`src/rtl/mips_run_controller.sv`:
```
// Run/step/halt sequencer for the 5-stage MIPS pipeline: gates the global advance enable,
// detects HALT in ID, drains the instructions ahead of it and freezes in HALTED.
module mips_run_controller #(
    parameter logic [31:0] HALT_INSTR   = 32'hFFFF_FFFF,
    parameter int unsigned DRAIN_CYCLES = 3,
    parameter int unsigned CNT_W        = 32
) (
    input  logic             ClockIn,
    input  logic             Reset,
    input  logic             CmdValid,
    input  logic [1:0]       CmdOp,
    output logic             CmdReady,
    input  logic [31:0]      Instruction_ID,
    output logic             PipeEnable,
    output logic             FetchHold,
    output logic             PipeClear,
    output logic             StepDone,
    output logic             Halted,
    output logic [2:0]       State,
    output logic [CNT_W-1:0] CycleCount
);

    localparam int unsigned DrainW = (DRAIN_CYCLES < 2) ? 1 : $clog2(DRAIN_CYCLES + 1);

    localparam logic [1:0] OpStop  = 2'b00;
    localparam logic [1:0] OpRun   = 2'b01;
    localparam logic [1:0] OpStep  = 2'b10;
    localparam logic [1:0] OpClear = 2'b11;

    typedef enum logic [2:0] {
        StIdle   = 3'd0,
        StRun    = 3'd1,
        StStep   = 3'd2,
        StDrain  = 3'd3,
        StHalted = 3'd4
    } state_e;

    state_e             state_q, state_d;
    logic [DrainW-1:0]  drain_q, drain_d;
    logic [CNT_W-1:0]   cnt_q, cnt_d;
    logic               step_done_q, step_done_d;
    logic               clear_q, clear_d;
    logic               cmd_fire;
    logic               halt_hit;
    logic               cnt_clear;

    always_comb begin
        CmdReady   = (state_q == StIdle) || (state_q == StRun) || (state_q == StHalted);
        PipeEnable = (state_q == StRun) || (state_q == StStep) || (state_q == StDrain);
        halt_hit   = ((state_q == StRun) || (state_q == StStep)) &&
                     (Instruction_ID == HALT_INSTR);
        FetchHold  = (state_q == StDrain) || halt_hit;
        Halted     = (state_q == StHalted);
        State      = state_q;
        PipeClear  = clear_q;
        StepDone   = step_done_q;
        CycleCount = cnt_q;
        cmd_fire   = CmdValid && CmdReady;
    end

    always_comb begin
        state_d     = state_q;
        drain_d     = drain_q;
        step_done_d = 1'b0;
        clear_d     = 1'b0;
        cnt_clear   = 1'b0;

        case (state_q)
            StIdle: begin
                if (cmd_fire) begin
                    case (CmdOp)
                        OpRun:   state_d = StRun;
                        OpStep:  state_d = StStep;
                        OpClear: begin
                            clear_d   = 1'b1;
                            cnt_clear = 1'b1;
                        end
                        default: ;
                    endcase
                end
            end
            StRun, StStep: begin
                if (halt_hit) begin
                    // HALT leaves ID this edge; it still has EX/MEM/WB ahead of it.
                    if (DRAIN_CYCLES == 0) begin
                        state_d = StHalted;
                    end else begin
                        state_d = StDrain;
                        drain_d = DrainW'(DRAIN_CYCLES);
                    end
                end else if (state_q == StStep) begin
                    state_d     = StIdle;
                    step_done_d = 1'b1;
                end else if (cmd_fire && (CmdOp == OpStop)) begin
                    state_d = StIdle;
                end
            end
            StDrain: begin
                drain_d = drain_q - DrainW'(1);
                if (drain_q <= DrainW'(1)) begin
                    state_d = StHalted;
                end
            end
            StHalted: begin
                if (cmd_fire && (CmdOp == OpClear)) begin
                    state_d   = StIdle;
                    clear_d   = 1'b1;
                    cnt_clear = 1'b1;
                end
            end
            default: state_d = StIdle;
        endcase
    end

    always_comb begin
        cnt_d = cnt_q;
        if (cnt_clear) begin
            cnt_d = '0;
        end else if (PipeEnable && (cnt_q != {CNT_W{1'b1}})) begin
            cnt_d = cnt_q + CNT_W'(1);
        end
    end

    always_ff @(posedge ClockIn) begin
        if (Reset) begin
            state_q     <= StIdle;
            drain_q     <= '0;
            cnt_q       <= '0;
            step_done_q <= 1'b0;
            clear_q     <= 1'b0;
        end else begin
            state_q     <= state_d;
            drain_q     <= drain_d;
            cnt_q       <= cnt_d;
            step_done_q <= step_done_d;
            clear_q     <= clear_d;
        end
    end

endmodule
```
`config.mk`:
```
export PLATFORM = sky130hd
export DESIGN_NAME = mips_run_controller
export DESIGN_NICKNAME = d
export VERILOG_FILES = /design/src/rtl/mips_run_controller.sv
export SDC_FILE = /design/constraint.sdc
export NUM_CORES = 1
export LEC_CHECK = 0
export BUFFER_PORTS_ARGS = -buffer_cell sky130_fd_sc_hd__buf_4
export CORE_ASPECT_RATIO = 0.5
export CORE_MARGIN = 2
export CORE_UTILIZATION = 49
export CTS_CLUSTER_DIAMETER = 200
export DETAILED_ROUTE_END_ITERATION = 8
export PLACE_DENSITY = 0.92
export RECOVER_POWER = 100
export SLEW_MARGIN = 5
export SYNTH_ARGS = -nofsm -noshare
export SYNTH_HDL_FRONTEND = slang
export SYNTH_SLANG_ARGS = --single-unit
```
`constraint.sdc`:
```
create_clock -name ClockIn -period 2.85 [get_ports ClockIn]
set_input_delay 0.1425 -clock ClockIn [delete_from_list [all_inputs] [get_ports ClockIn]]
set_output_delay 0.1425 -clock ClockIn [all_outputs]
set_load 0.05 [all_outputs]
```
==> impl_metrics.toml <==
[yosys]
synthFlopType = "dfxtp_1"
yosys-top-cells-count = "dfxtp_1 (39), a21oi_1 (23), nor2_1 (18), nand4_1 (17)"
syn_avg_cell_area_um2 = 8.202
yosys.area_share.simple_pct = 32.85
synth-seq-area-share_pct = 37.48
synth_edf_count = 0
yosys.area.top_type = "dfxtp_1"
synth_cells = 254
synth_most_common_cell = "dfxtp_1"
synth_compound_area_share_pct = 19.28
syn-num-nets = 293
synth-seq-cells = 39
yosysUniqueCellTypes = 49
synth_adder_area_share_pct = 1.201
ys.warnings.count = 0
synth_top_family_by_area = "simple AND/OR/NAND/NOR gates"
synth_area_leaders = "dfxtp_1 (37%), a21oi_1 (5.5%), nand4_1 (5.1%), xnor2_1 (4.6%), nand3_1 (3.6%)"
yosys.area.top_type_share_pct = 37.48
async_flop_share_pct = 0
synthXorXnorAreaFrac_pct = 4.625
synth_area_um2 = 2083
synthMuxAreaShare_pct = 0.4805

[route]
wl_met2_um = 2667
wirelength_met1_um = 2218
wl_per_cell_um = 14.23
routed.top_layer = "met4"
drc = 0
vias = 2227
wl_met3_um = 424
viasPerCell = 5.861
drt_iter0_drc = 117
postRouteAntennaNets = 0
wl_um = 5408
firstDrtPassIters = 4

[cts]
clockRootBuffer = "clkbuf_8"
tritoncts = "done"
cts_buffer_depth = 2
clk_pin_slew_ps = 80
cts_hold_buf = 0
worstSkewPairLatency_ps = 300
cts_resized = 0
numCtsBuffers = 5
post_cts_buffers = 0
clock_sinks = 39
ctsHtreeMaxLevel = 2

[floorplanning]
die_w_um = 96.21
core_um2 = 3984
io_pins = 78
start_util_pct = 52.29
std_cell_rows = 16
die_h_um = 50.11
die-area_um2 = 4821

[critical_path]
reg2reg_from = "CycleCount[24]$_SDFFE_PP0P_"
slowest_delay_ps = 550
cp-start-kind = "flop"
worstSetupPathType = "flop to primary output"
path_delay_family = "simple AND/OR/NAND/NOR gates"
cp_cell_sequence = "xnor2_1, or4_1, nor4_1, or2_0, buf_4"
crit_buf_inv = 1
cp.arrival_ps = 2420
endpoint_kind = "primary output"
cp_slowest_cell = "nor4_1"
reg2reg_depth = 5
rr_endpoint = "CycleCount[11]$_SDFFE_PP0P_"
path_max_fanout = 9
required_ps = 2710
rrSetupSlack_ps = 430

[sta]
period_needed_ps = 2560
period_share_pct = 89.84
fin_setup_tns_ps = 0
finalSetupViolCount = 0
max_freq_ghz = 0.3906
slew_violations = 0
worst_slack_ps = 289.5
slew_headroom_pct = 31.87
hold_viol_final = 0
worst_pin_slew_ps = 1022
clock_skew_ps = 11.08
rsz0062_at_grt = "false"
holdWs_ps = 63.30

[hold_path]
hold_path.class = "input pin to flop"
hold_path_end = "State[2]$_SDFFE_PP0P_"
hold_path_depth = 2
min_from = "Reset"

[place]
io_buffers = 77
dp_hpwl_um = 4011
dp_cells = 372
finalWeightedCongestion = 0.8496
dp_slack_ps = 609.2
place_area_um2 = 2670

[pwr]
p_sw_share_pct = 30.92
p_leak_nw = 0.8539
p_sw_mw = 0.3826
power.density_nw_per_um2 = 476.1
comb_power_share_pct = 19.5
power_frac_clock_pct = 33.7
internal_power_mw = 0.8547
irDropWorstVdd_mv = 0.2464
seq_power_share_pct = 46.8

[final_layout]
multiInputGateArea_um2 = 1196
nNetsFinal = 364
design_area_um2 = 2599
fin_cells = 380
area_delta_synth_final_pct = 24.74
drive_gt1_share_pct = 15.34
fill_cells = 362
diodes = 0
seqCellArea_um2 = 780.7

[outcome]
run_status = "complete, no violations"

[grt]
grt_pass1_vias = 1963
antenna_found_initial = 0
grt_max_degree = 31
grt_first_pass_wirelength_um = 8411
grt.overflow.total = 0
grt_use_total_pct = 22.50

[job]
max-cap-violations = 0
==> registers in the layout, summed over array words and instances, names as in the netlist <==
signal,cells
StepDone,1
State,3
PipeClear,1
drain_q,2
CycleCount,32
==> per-stage QoR <==
stage	total power [mW]	util, %
2_1_floorplan	0.7706	-
3_3_place_gp	0.8455	67.02
3_5_place_dp	0.8523	67.02
4_1_cts	1.268	69.54
5_1_grt	1.293	65.23
6_report	1.237	65.23
==> layout make-up <==
type	count	share of cell area, %
Clock buffer	8	3.852
Inverter	7	1.011
Multi-Input combinational cell	195	46.03
Sequential cell	39	30.04
Tap cell	54	2.600
Timing Repair Buffer	77	16.47
==> cell families after synthesis <==
logic type,after synthesis
and+or+nand+nor,119
AOI/OAI and AO/OA,62
DFF,39
buffers and inverters,20
xor gates and xnor gates,11
adders and majority gates,2
muxes,1
==> how the worst max path moves through the flow <==
stage,start,endpoint,slack (ps),cells after the start
4_1_cts,State[0]$_SDFFE_PP0P_,FetchHold,350,5
6_report,State[0]$_SDFFE_PP0P_,FetchHold,290,5
3_5_place_dp,CycleCount[0]$_SDFFE_PP0P_,CycleCount[20]$_SDFFE_PP0P_,610,6
3_3_place_gp,State[0]$_SDFFE_PP0P_,FetchHold,700,5
2_1_floorplan,State[1]$_SDFFE_PP0P_,CycleCount[31]$_SDFFE_PP0P_,270,8
5_1_grt,State[0]$_SDFFE_PP0P_,FetchHold,150,5
==> power groups by stage <==
stage	Combinational (mW)	Clock, mW	Sequential [mW]
2_1_floorplan	0.146	0	0.624
3_3_place_gp	0.256	0	0.590
3_5_place_dp	0.261	0	0.592
4_1_cts	0.262	0.428	0.579
5_1_grt	0.263	0.447	0.582
6_report	0.241	0.417	0.579
==> per-layer routing <==
| layer | global-route usage, % | up-vias |
|---|---|---|
| li1 | - | 1112 |
| met1 | 25.31 | 1021 |
| met2 | 39.70 | 81 |
| met3 | 4.893 | 13 |
| met4 | 11.90 | 0 |
| met5 | 0 | - |
==> cell usage in the layout, fill, tap and decap left out, types with 2 or more instances in the layout <==
master,synthesis,layout
a21oi_1,23,23
or4_1,7,7
o21ai_0,2,2
inv_1,6,6
or3_1,12,12
o31ai_1,4,4
or2_2,2,2
and4_1,6,6
a31oi_1,2,2
or2_0,0,2
nand4_1,17,17
nor4_1,7,7
buf_4,2,37
o21a_1,4,4
o211ai_1,2,2
o21ai_1,11,11
xnor2_1,11,11
nand2b_1,3,3
ha_1,2,2
clkbuf_8,0,7
a41o_1,2,2
dfxtp_1,39,39
clkbuf_1,9,41
nor2_1,18,18
a41oi_1,2,2
nor3_1,7,8
nand2_1,15,15
nand3_1,15,15
No activity file was read; power rests on OpenSTA's default activity.
